===== src/rtl/apb_pkg.sv =====
// Shared APB definitions: bus widths, wait-state limit, completer state encoding
// and the captured-request payload.
package apb_pkg;

    localparam int unsigned ADDR_W   = 8;
    localparam int unsigned DATA_W   = 8;
    localparam int unsigned SEL_W    = 2;
    localparam int unsigned SEL_IDLE = 0;
    localparam int unsigned MAX_WAIT = 15;
    localparam int unsigned CNT_W    = $clog2(MAX_WAIT + 1);

    typedef enum logic {
        IDLE   = 1'b0,
        ACCESS = 1'b1
    } apb_slv_state_t;

    typedef struct packed {
        logic              write;
        logic [ADDR_W-1:0] addr;
        logic [DATA_W-1:0] wdata;
    } apb_req_t;

endpackage


===== src/rtl/apb_reg_slave_if.sv =====
// APB bus bundle between one master and a completer slot.
// The slverr wire exists only when APB_REG_SLAVE_ERR_EN is defined.
interface apb_reg_slave_if;
    import apb_pkg::*;

    logic [SEL_W-1:0]  sel;
    logic              enable;
    logic              write;
    logic [ADDR_W-1:0] addr;
    logic [DATA_W-1:0] wdata;
    logic              ready;
    logic [DATA_W-1:0] rdata;
`ifdef APB_REG_SLAVE_ERR_EN
    logic              slverr;

    modport master (output sel, enable, write, addr, wdata, input ready, rdata, slverr);
    modport slave  (input sel, enable, write, addr, wdata, output ready, rdata, slverr);
`else
    modport master (output sel, enable, write, addr, wdata, input ready, rdata);
    modport slave  (input sel, enable, write, addr, wdata, output ready, rdata);
`endif

endinterface


===== src/rtl/apb_wait_counter.sv =====
// Wait-state counter: loads a preset, counts down to zero, and keeps a
// registered zero flag alongside the count.
module apb_wait_counter
    import apb_pkg::*;
(
    input  logic             clk,
    input  logic             reset,
    input  logic             load,
    input  logic [CNT_W-1:0] load_val,
    input  logic             dec,
    output logic [CNT_W-1:0] count,
    output logic             zero
);

    always_ff @(posedge clk or posedge reset) begin
        if (reset) begin
            count <= '0;
            zero  <= 1'b1;
        end else if (load) begin
            count <= load_val;
            zero  <= (load_val == '0);
        end else if (dec && !zero) begin
            count <= count - CNT_W'(1);
            zero  <= (count == CNT_W'(1));
        end
    end

endmodule


===== src/rtl/apb_reg_slave.sv =====
// APB completer backed by a byte-wide register file with fixed wait states.
// Define APB_REG_SLAVE_ERR_EN to flag out-of-range accesses on slverr.
module apb_reg_slave
    import apb_pkg::*;
#(
    parameter int unsigned SLAVE_ID    = 1,
    parameter int unsigned DEPTH       = 16,
    parameter int unsigned WAIT_CYCLES = 0
) (
    input  logic           clk,
    input  logic           reset,
    apb_reg_slave_if.slave bus
);

    localparam int unsigned IDX_W = (DEPTH > 1) ? $clog2(DEPTH) : 1;
    localparam logic [CNT_W-1:0] WAIT_LD = CNT_W'(WAIT_CYCLES);

    apb_slv_state_t    state_q;
    apb_req_t          req_q;
    logic              ready_q;
    logic [DATA_W-1:0] rdata_q;
    logic [DATA_W-1:0] regs [DEPTH];

    logic [CNT_W-1:0]  cnt;
    logic              cnt_zero;

    logic              hit_c;
    logic              in_range_c;
    logic              req_range_c;
    logic              setup_c;
    logic              abort_c;
    logic              done_c;
    logic              step_c;
    logic              commit_c;
    logic [IDX_W-1:0]  idx_c;
    logic [IDX_W-1:0]  req_idx_c;

    assign hit_c       = (bus.sel == SEL_W'(SLAVE_ID));
    assign in_range_c  = (32'(bus.addr) < DEPTH);
    assign req_range_c = (32'(req_q.addr) < DEPTH);
    assign idx_c       = bus.addr[IDX_W-1:0];
    assign req_idx_c   = req_q.addr[IDX_W-1:0];

    assign setup_c  = (state_q == IDLE) && hit_c && !bus.enable;
    assign abort_c  = (state_q == ACCESS) && !hit_c;
    assign done_c   = (state_q == ACCESS) && hit_c && bus.enable && ready_q;
    assign step_c   = (state_q == ACCESS) && hit_c && bus.enable && !cnt_zero;
    assign commit_c = done_c && req_q.write && req_range_c;

    apb_wait_counter u_wait (
        .clk      (clk),
        .reset    (reset),
        .load     (setup_c),
        .load_val (WAIT_LD),
        .dec      (step_c),
        .count    (cnt),
        .zero     (cnt_zero)
    );

    // Transfer FSM; ready is high exactly while in ACCESS with the counter at zero
    always_ff @(posedge clk or posedge reset) begin
        if (reset) begin
            state_q <= IDLE;
            req_q   <= '0;
            ready_q <= 1'b0;
            rdata_q <= '0;
        end else begin
            case (state_q)
                IDLE: begin
                    if (setup_c) begin
                        state_q <= ACCESS;
                        req_q   <= '{write: bus.write, addr: bus.addr, wdata: bus.wdata};
                        ready_q <= (WAIT_CYCLES == 0);
                        if (!bus.write) begin
                            rdata_q <= in_range_c ? regs[idx_c] : '0;
                        end
                    end
                end
                ACCESS: begin
                    if (abort_c || done_c) begin
                        state_q <= IDLE;
                        ready_q <= 1'b0;
                    end else if (step_c) begin
                        ready_q <= (cnt == CNT_W'(1));
                    end
                end
            endcase
        end
    end

    // Register file; writes land only on an in-range completion edge
    always_ff @(posedge clk or posedge reset) begin
        if (reset) begin
            for (int unsigned i = 0; i < DEPTH; i++) begin
                regs[i] <= '0;
            end
        end else if (commit_c) begin
            regs[req_idx_c] <= req_q.wdata;
        end
    end

    assign bus.ready = ready_q;
    assign bus.rdata = rdata_q;

`ifdef APB_REG_SLAVE_ERR_EN
    logic slverr_q;

    // Error response tracks ready for accesses that fall outside the file
    always_ff @(posedge clk or posedge reset) begin
        if (reset) begin
            slverr_q <= 1'b0;
        end else if (setup_c) begin
            slverr_q <= (WAIT_CYCLES == 0) && !in_range_c;
        end else if (abort_c || done_c) begin
            slverr_q <= 1'b0;
        end else if (step_c) begin
            slverr_q <= (cnt == CNT_W'(1)) && !req_range_c;
        end
    end

    assign bus.slverr = slverr_q;
`endif

endmodule


===== src/flat_wrapper.sv =====
// flat-port wrapper written by rule: the top's interface ports become plain ports
module apb_reg_slave_flat import apb_pkg::*;
#(
    parameter int unsigned SLAVE_ID    = 1,
    parameter int unsigned DEPTH       = 16,
    parameter int unsigned WAIT_CYCLES = 0
)
  (clk, reset, bus_sel, bus_enable, bus_write, bus_addr, bus_wdata, bus_ready, bus_rdata);
  apb_reg_slave_if bus_i ();
  input  logic clk;
  input  logic reset;
  input wire logic [$bits(bus_i.sel)-1:0] bus_sel;
  input wire logic [$bits(bus_i.enable)-1:0] bus_enable;
  input wire logic [$bits(bus_i.write)-1:0] bus_write;
  input wire logic [$bits(bus_i.addr)-1:0] bus_addr;
  input wire logic [$bits(bus_i.wdata)-1:0] bus_wdata;
  output wire logic [$bits(bus_i.ready)-1:0] bus_ready;
  output wire logic [$bits(bus_i.rdata)-1:0] bus_rdata;
  assign bus_i.sel = bus_sel;
  assign bus_i.enable = bus_enable;
  assign bus_i.write = bus_write;
  assign bus_i.addr = bus_addr;
  assign bus_i.wdata = bus_wdata;
  assign bus_ready = bus_i.ready;
  assign bus_rdata = bus_i.rdata;
  apb_reg_slave #(.SLAVE_ID(SLAVE_ID), .DEPTH(DEPTH), .WAIT_CYCLES(WAIT_CYCLES)) u_core (.clk(clk), .reset(reset), .bus(bus_i));
endmodule

===== config.mk =====
export PLATFORM = sky130hd
export DESIGN_NAME = apb_reg_slave_flat
export DESIGN_NICKNAME = d
export VERILOG_FILES = /design/src/rtl/apb_pkg.sv /design/src/rtl/apb_reg_slave_if.sv /design/src/rtl/apb_wait_counter.sv /design/src/rtl/apb_reg_slave.sv /design/src/flat_wrapper.sv
export SDC_FILE = /design/constraint.sdc
export NUM_CORES = 1
export LEC_CHECK = 0
export CORE_MARGIN = 5
export CORE_UTILIZATION = 30
export DETAILED_ROUTE_END_ITERATION = 10
export PLACE_DENSITY_LB_ADDON = 0.25
export SLEW_MARGIN = 0
export SYNTH_ARGS = -nofsm -noshare
export SYNTH_HDL_FRONTEND = slang
export SYNTH_SLANG_ARGS = --single-unit

===== constraint.sdc =====
create_clock -name clk -period 14.11 [get_ports clk]
set_input_delay 2.822 -clock clk [delete_from_list [all_inputs] [get_ports clk]]
set_output_delay 2.822 -clock clk [all_outputs]
set_load 0.005 [all_outputs]

==> run metrics, run 1 <==
status=finished, final reports clean; Die Width=170 µm; f_max=175 MHz; area grow syn2layout=15.6%; Max Used Layer=met4; vias post-DR=4,001; crit path launch type=input port; Die Y=170 µm; RR Startpoint=u_core.state_q; Syn Area/Cell=16.6 µm²; Setup TNS=0 ns; r2r setup slk=10.94 ns; Tmin final=5.70 ns; sequential area share after synthesis=0.523; CP startpoint=bus_enable; Site Rows=58; synth unique cells=38; Worst EP required=14.42 ns; multiplexer area fraction after synthesis=0.377; Worst Setup End Kind=flop; main flop type after synthesis=dfrtp_1; layout cell share with drive strength beyond 1=0.413; gpl congestion=0.743; Post-synth EDFFs=0; largest net degree at the start of global routing=107; area leader, netlist=dfrtp_1; final hold vios=0; Synth Area in Compound Gates=0.0154; post-synthesis async set-or-reset flop share=1.00; vias in the first global route=4,392; initial antenna violation count=0; Max FO, Critical Path=16; clock group share of total power=0.453; Post-CTS Setup Bufs=0; filler instances=2,357; root buf cell=clkbuf_16; Final #Nets=507; all-layer global routing usage=0.123; Max Cap Viol=0; largest family of logic cells by synthesized area=multiplexers; Yosys top cell area share=0.520; starting density of the core=0.304; synth top area cells=dfrtp_1 52%, mux2_4 19%, mux4_2 9.4%; Post-DRT Antenna Nets=0; metal3 WL=615 µm; core box area=0.0252 mm²; sequential share of power=0.487; Post-CTS Hold Buffers=0; max_slew headroom=0.207; leading cell types in the layout, fill and taps excluded=159 x dfrtp_1, 96 x mux2_4, 32 x mux4_2; FF-to-FF path depth=4; # clock sinks=160; clock skew=0.0105 ns; H-Tree Level Count=4; I/O pins=31; Reg-to-Reg End=u_core.regs[122]; Final period util=0.404; Synth Cell Area=0.00766 mm²; TritonRoute pass-1 iters=4; Simple-Gate Fraction of Synth Area=0.0575; Placed Cells incl. Taps=794; Final Setup Violations=0; post-synthesis xor/xnor area fraction=0.00229; Final Worst Setup Slack=8.41 ns; syn nets=485; Synth warnings=0; DRT Wirelength=16,900 µm; vias per std cell=4.86; Clock Pin Slew Worst Setup and Hold Paths=0.06 ns; die area=0.0288 mm²; Critical path destination=u_core.regs[122]; CP Class=input port to flop; VDD IR max=57.8 µV; combinational fraction of design power=0.060; Post-Synth Adder-Cell Area=0.00327; post-synthesis instance total=461; CTS tree=done; P_leak=4.08 nW; pre-CTS setup slack=7.95 ns; worst slew pin tran=1.19 ns; final hold slack=0.481 ns; commonest non-fill, non-tap cell in the layout=dfrtp_1; DRC viols=0; Internal=0.783 mW; first-pass GRT wire length=26,900 µm; Antenna diodes=0; routed wl met2=7870 µm; final std cells w/o fill=824; Clock Path Buffers=2; Psw=0.254 mW; Worst Hold Class=flop to flop; Metal-1 WL=8160 µm; total CTS buffers=17; 1st-iter DRT viols=218; fin. max-slew vios=0; switching share of power=0.245; synthesized flop and latch total=160; RSZ-0062 raised after global routing=no; GRT Residual Overflow=0; Pwr Density=117 mW/mm²; # port buffers=30; worst skew pair latency=0.43 ns; CP arrival=6.00 ns; hpwl dp=10,500 µm; per-cell routed wire length=20.5 µm; CTS-repair resized insts=0
-- cell families (layout without fill, tap and decap cells) --
logic type / count (synthesis) / in the layout
AOI/OAI and AO/OA: 15 / 15
xor gates and xnor gates: 2 / 2
adders and majority gates: 2 / 2
buffers and inverters: 36 / 69
DFF: 160 / 160
muxes: 194 / 194
and+or+nand+nor: 52 / 52
-- final cells by class --
cell class                 instances  area (µm²)  area share
sequential                       160        4010       0.452
clock inverter                    10         136      0.0154
tap                              330         413      0.0466
clock buffer                      20         457      0.0516
inverter                           4        20.0     0.00226
multi-input combinational        265        3490       0.394
timing repair buffer              35         333      0.0376
-- synth_stat cells, types with 2 or more instances --
master	count
dfrtp_1	159
or4_4	2
clkbuf_1	23
or4_1	3
o221ai_1	8
buf_1	3
nand2_1	11
ha_1	2
mux2_1	28
nor2_1	5
mux2_4	96
buf_6	2
o21ai_0	2
nand2b_1	7
or3_1	5
mux4_2	32
xnor2_1	2
mux2i_1	16
inv_1	4
buf_2	2
nor3_4	11
mux2_2	22
-- registers in the layout (all words and copies together), names as in the netlist --
name / flops
u_core.regs: 128
u_core.req_idx_c: 4
u_core.req_q: 13
u_core.state_q: 1
u_core.bus.rdata: 8
u_core.u_wait.count: 4
u_core.u_wait.zero: 1
u_core.bus.ready: 1
-- metal layers --
layer  vias up  track usage
met5         -            0
met4         0       0.0378
met3        17       0.0284
met2        66        0.188
met1      2158        0.176
li1       1760            -
-- worst max-delay path: stages --
cell and delay (ns):
clkdlybuf4s50_1 0.62, nand4b_2 0.19, or4_1 1.01, nor4_4 1.00, mux2_4 0.35
-- power by group through the flow --
stage	logic, mW	clock network, mW	registers (mW)
2_1_floorplan	0.0570	0	0.492
3_3_place_gp	0.0625	0	0.513
3_5_place_dp	0.0637	0	0.514
4_1_cts	0.0638	0.482	0.506
5_1_grt	0.0683	0.501	0.509
6_report	0.0622	0.470	0.505
-- per-stage QoR --
stage | total power, mW | cell area, µm² | util
after floorplan | 0.549 | 7660 | -
after global placement | 0.575 | 8260 | 0.328
after detailed placement | 0.578 | 8260 | 0.328
after CTS | 1.05 | 8860 | 0.352
after global routing | 1.08 | 8860 | 0.352
final | 1.04 | 8860 | 0.352
-- worst min-delay path by stage --
stage | slack (ns) | cells after the start | start | end
finish | 0.48 | 1 | u_core.regs[38] | u_core.regs[38]
global route | 0.50 | 1 | u_core.regs[14] | u_core.regs[14]
CTS | 0.49 | 1 | u_core.regs[38] | u_core.regs[38]
detailed placement | 0.47 | 1 | u_core.regs[38] | u_core.regs[38]
global placement | 0.46 | 1 | u_core.regs[12] | u_core.regs[12]
floorplan | 0.45 | 1 | u_core.regs[11] | u_core.regs[11]
(Power assumes the default switching activity.)
==> run 2: changes to the inputs <==
==> constraint.sdc (replaced) <==
create_clock -name clk -period 5.8 [get_ports clk]
set_input_delay 1.16 -clock clk [delete_from_list [all_inputs] [get_ports clk]]
set_output_delay 1.16 -clock clk [all_outputs]
set_load 0.005 [all_outputs]
==> run 2 against run 1 <==
Effect of this change:
- largest cell class unchanged
- clock power increased by 140%
- critical path depth unchanged
- hold slack got worse by 0.0019 ns
==> run metrics, run 2 (same netlist as run 1, synthesis figures left out) <==
fin. max-slew vios=0 (unchanged); I/O pins=31 (unchanged); Final Util=0.352 (about the same); Worst EP required=6.10 ns (-8.32 ns); CP arrival=4.30 ns (-1.70 ns); core box area=0.0252 mm² (unchanged); switching share of power=0.255 (+0.00974); largest net degree at the start of global routing=94 (-12%); f_max=250 MHz; clock skew=0.00772 ns (-0.00277 ns); crit path launch type=input port; H-Tree Level Count=4 (unchanged); final hold vios=0 (unchanged); Pwr Density=283 mW/mm² (+140%); Die Y=170 µm (unchanged); root buf cell=clkbuf_16; area grow syn2layout=15.7% (about the same); die area=0.0288 mm² (unchanged); all-layer global routing usage=0.125 (+0.00103); # clock sinks=160 (unchanged); Max FO, Critical Path=16 (unchanged); Clock Pin Slew Worst Setup and Hold Paths=0.06 ns (about the same); Final period util=0.689; 1st-iter DRT viols=247 (+13%); hpwl dp=10,800 µm (+3.6%); worst skew pair latency=0.43 ns (about the same); worst slew pin tran=1.21 ns (+0.0236 ns); initial antenna violation count=1 (+1); CTS-repair resized insts=0 (unchanged); first-pass GRT wire length=27,200 µm (+0.85%); DRC viols=0 (unchanged); Psw=0.638 mW (+150%); vias in the first global route=4,439 (+1.1%); filler instances=2,356 (-0.042%); # port buffers=30 (unchanged); sequential share of power=0.491 (+0.004); combinational fraction of design power=0.061 (about the same); fin area=0.00886 mm² (about the same); leading cell types in the layout, fill and taps excluded=159 x dfrtp_1, 96 x mux2_4, 32 x mux4_2; Antenna diodes=0 (unchanged); TritonRoute pass-1 iters=4 (unchanged); M2 GR Usage=0.188 (-0.000518); max FFs per register=128 (unchanged); Die Width=170 µm (unchanged); Tmin final=4.00 ns; starting density of the core=0.304 (unchanged); Setup TNS=0 ns (unchanged); Post-CTS Hold Buffers=0 (unchanged); CTS tree=done; Worst Setup End Kind=flop; Clock Path Buffers=2 (unchanged); status=finished, final reports clean; gpl congestion=0.769 (+3.4%); layout cell share with drive strength beyond 1=0.416 (+0.00354); final std cells w/o fill=827 (+0.36%); Post-DRT Antenna Nets=0 (unchanged); GR Layer Usage met3=0.0328 (+0.00443); Final Worst Setup Slack=1.80 ns (-6.61 ns); vias per std cell=4.87 (+0.31%); Most Crowded Layer GR=met2; DRT Wirelength=17,000 µm (+0.90%); Final Setup Violations=0 (unchanged); Site Rows=58 (unchanged); met1 Resource Use GR=0.179 (+0.00331); register name with the most flops=u_core.regs; Post-CTS Setup Bufs=0 (unchanged); clock group share of total power=0.449 (-0.004); Final #Nets=508 (+0.20%); Max Cap Viol=0 (unchanged); per-cell routed wire length=20.6 µm (+0.53%); total CTS buffers=17 (unchanged); VDD IR max=133 µV (+130%); vias post-DR=4,028 (+0.67%); Worst Hold Class=flop to flop; commonest non-fill, non-tap cell in the layout=dfrtp_1; CP Class=input port to flop; Placed Cells incl. Taps=795 (+0.13%); Internal=1.87 mW (+140%); GRT Residual Overflow=0 (unchanged); max_slew headroom=0.191 (-0.0158); pre-CTS setup slack=1.30 ns (-6.65 ns); P_leak=4.08 nW (about the same); area of placed instances=0.00827 mm² (about the same); RSZ-0062 raised after global routing=no
==> run 2: changes by cell type in the layout (fill, tap and decap cells not counted) <==
cell	previous run	this run
buf_4	5	6
bufinv_16	3	2
clkinv_2	3	2
clkinv_4	0	3
clkinvlp_4	3	4
==> run 2: path summary, 6_finish.rpt <==
kind                                      start                     end  slack, ns  cells past startpoint
worst min-delay path            u_core.regs[12]         u_core.regs[12]       0.48                      1
max in group asynchronous                 reset         u_core.regs[81]       3.49                      3
worst max register to register   u_core.state_q         u_core.regs[30]       2.68                      4
worst max-delay path                 bus_enable         u_core.regs[30]       1.80                      5
worst min register to register  u_core.regs[12]         u_core.regs[12]       0.48                      1
min in group asynchronous                 reset  u_core.u_wait.count[3]       1.29                      2
==> run 2: metal layers <==
metal / vias to the layer above / routed length, µm
met5: - / 11
met3: 20 / 732
met4: 2 / 181
li1: 1775 / -
met2: 82 / 7890
met1: 2149 / 8200
==> run 2: power by group through the flow <==
stage / clock [mW] / sequential [mW] / combinational, mW
detailed placement: 0 / 1.25 / 0.156
finish: 1.13 / 1.23 / 0.152
global placement: 0 / 1.25 / 0.153
floorplan: 0 / 1.20 / 0.139
CTS: 1.15 / 1.23 / 0.157
global route: 1.20 / 1.24 / 0.168
==> run 2: per-stage QoR <==
| step | power, mW | hold WS [ns] |
|---|---|---|
| 6_report | 2.51 | 0.479 |
| 5_1_grt | 2.61 | 0.497 |
| 4_1_cts | 2.54 | 0.484 |
| 3_5_place_dp | 1.41 | 0.469 |
| 3_3_place_gp | 1.40 | 0.462 |
| 2_1_floorplan | 1.34 | 0.452 |
==> run 2: worst max-delay path: stages <==
cell	delay, ns
clkdlybuf4s50_1	0.62
nand4b_2	0.19
or4_1	1.01
or4_1	0.88
mux2_1	0.41
==> run 2: final cells by class <==
type / instances / area, µm² / area share
Multi-Input combinational cell: 265 / 3490 / 0.394
Clock inverter: 12 / 135 / 0.0152
Inverter: 4 / 20.0 / 0.00226
Timing Repair Buffer: 36 / 340 / 0.0384
Clock buffer: 20 / 457 / 0.0515
Sequential cell: 160 / 4010 / 0.452
Tap cell: 330 / 413 / 0.0466
==> run 3: changes to the inputs <==
==> constraint.sdc (replaced) <==
create_clock -name clk -period 3.3 [get_ports clk]
set_input_delay 0.66 -clock clk [delete_from_list [all_inputs] [get_ports clk]]
set_output_delay 0.66 -clock clk [all_outputs]
set_load 0.005 [all_outputs]
==> run 3 against run 2 <==
Effect of this change:
- utilization is 0.90 points higher
- sequential share of layout area is 1.1 points lower
- die area stayed put
- global-route usage is 0.11 points higher
- clock power is 78% higher
- hold slack better by 0.010 ns
- register-to-register slack worse by 1.9 ns
- worst setup slack worse by 1.4 ns
- clock skew hardly changed
- final area is 2.6% higher
- cell count is 2.5% higher
- largest power group unchanged
- highest routed layer is now met4
==> run metrics, run 3 (same netlist as run 1, synthesis figures left out) <==
CP arrival=3.15 ns (-1.15 ns); Setup TNS=0 ns (unchanged); CTS tree=done; Clock Path Buffers=2 (unchanged); filler instances=2,343 (-0.55%); first-pass GRT wire length=27,500 µm (+1.2%); core box area=0.0252 mm² (unchanged); final std cells w/o fill=848 (+2.5%); Max FO, Critical Path=8 (-8); CP Class=input port to flop; leading cell types in the layout, fill and taps excluded=159 x dfrtp_1, 96 x mux2_4, 32 x mux4_2; max_slew headroom=0.513 (+0.322); vias per std cell=4.86 (-0.30%); DRC viols=0 (unchanged); initial antenna violation count=0 (-1); I/O pins=31 (unchanged); Max Cap Viol=0 (unchanged); Post-DRT Antenna Nets=0 (unchanged); crit path launch type=input port; VDD IR max=297 µV (+120%); commonest non-fill, non-tap cell in the layout=dfrtp_1; CTS-repair resized insts=0 (unchanged); vias in the first global route=4,610 (+3.9%); f_max=351 MHz; worst slew pin tran=0.731 ns (-0.483 ns); vias post-DR=4,118 (+2.2%); Antenna diodes=0 (unchanged); Placed Cells incl. Taps=816 (+2.6%); status=finished, final reports clean; Final Setup Violations=0 (unchanged); starting density of the core=0.304 (unchanged); worst skew pair latency=0.43 ns (about the same); max FFs per register=128 (unchanged); Final period util=0.863; Pwr Density=490 mW/mm² (+73%); total CTS buffers=17 (unchanged); Site Rows=58 (unchanged); final hold vios=0 (unchanged); r2r setup slk=0.75 ns (-1.93 ns); 1st-iter DRT viols=298 (+21%); Final #Nets=529 (+4.1%); Worst EP required=3.60 ns (-2.50 ns); Post-CTS Setup Bufs=0 (unchanged); register name with the most flops=u_core.regs; layout cell share with drive strength beyond 1=0.440 (+0.0237); Clock Pin Slew Worst Setup and Hold Paths=0.06 ns (about the same); clock skew=0.00810 ns (+0.000376 ns); largest net degree at the start of global routing=83 (-12%); gpl congestion=0.772 (+0.51%); Tmin final=2.85 ns; hpwl dp=11,200 µm (+3.3%); DRT Wirelength=17,400 µm (+2.2%); all-layer global routing usage=0.126 (+0.00114); TritonRoute pass-1 iters=4 (unchanged); area grow syn2layout=18.7%; Die Y=170 µm (unchanged); Die Width=170 µm (unchanged); GRT Residual Overflow=0 (unchanged); P_leak=4.21 nW (+3.2%); # port buffers=30 (unchanged); RSZ-0062 raised after global routing=no; H-Tree Level Count=4 (unchanged); per-cell routed wire length=20.5 µm (-0.30%); Worst Hold Class=flop to flop; Worst Setup End Kind=flop; Post-CTS Hold Buffers=0 (unchanged); # clock sinks=160 (unchanged); die area=0.0288 mm² (unchanged); fin. max-slew vios=0 (unchanged); root buf cell=clkbuf_16
## run 3: worst paths after layout
check / start / depth (start not counted) / endpoint
max: bus_sel[1] / 5 / u_core.regs[29]
min: u_core.regs[39] / 1 / u_core.regs[39]
max reg2reg: u_core.state_q / 4 / u_core.regs[29]
min reg2reg: u_core.regs[39] / 1 / u_core.regs[39]
max in group asynchronous: reset / 3 / u_core.regs[31]
min in group asynchronous: reset / 3 / u_core.regs[97]
## run 3: cell type report
type,instances,area (µm²),area share
flip-flops and latches,160,4010,0.441
multi-input cells,265,3490,0.384
repair buffers,57,561,0.0617
clock buffers,21,470,0.0518
well taps,330,413,0.0454
clock inverters,11,129,0.0142
inverters,4,18.8,0.00206
## run 3: report_power, final
part           internal [mW]  total, mW  switching (mW)
clock network           1.18       2.01           0.830
registers               2.01       2.17           0.157
logic                  0.122      0.274           0.152
## run 3: worst max-delay path, cell delays in order
cell and delay (ns):
clkdlybuf4s50_1 0.45, nand4b_2 0.23, or4_1 0.70, or4_1 0.71, mux2_1 0.40
## run 3: layer usage
layer	GRT usage	part of all wire	up-vias
li1	-	-	1805
met1	0.180	0.48	2201
met2	0.191	0.46	91
met3	0.0282	0.045	21
met4	0.0385	0.016	0
met5	0	0	-
## run 3: metrics by stage
stage	utilization	area, µm²	hold WS (ns)	total power [mW]	setup WS, ns
finish	0.361	9090	0.490	4.45	0.453
global route	0.361	9090	0.496	4.62	0.392
CTS	0.361	9090	0.489	4.52	0.479
detailed placement	0.337	8490	0.474	2.48	0.0242
global placement	0.337	8490	0.463	2.47	0.0680
floorplan	-	7660	0.452	2.35	0.612
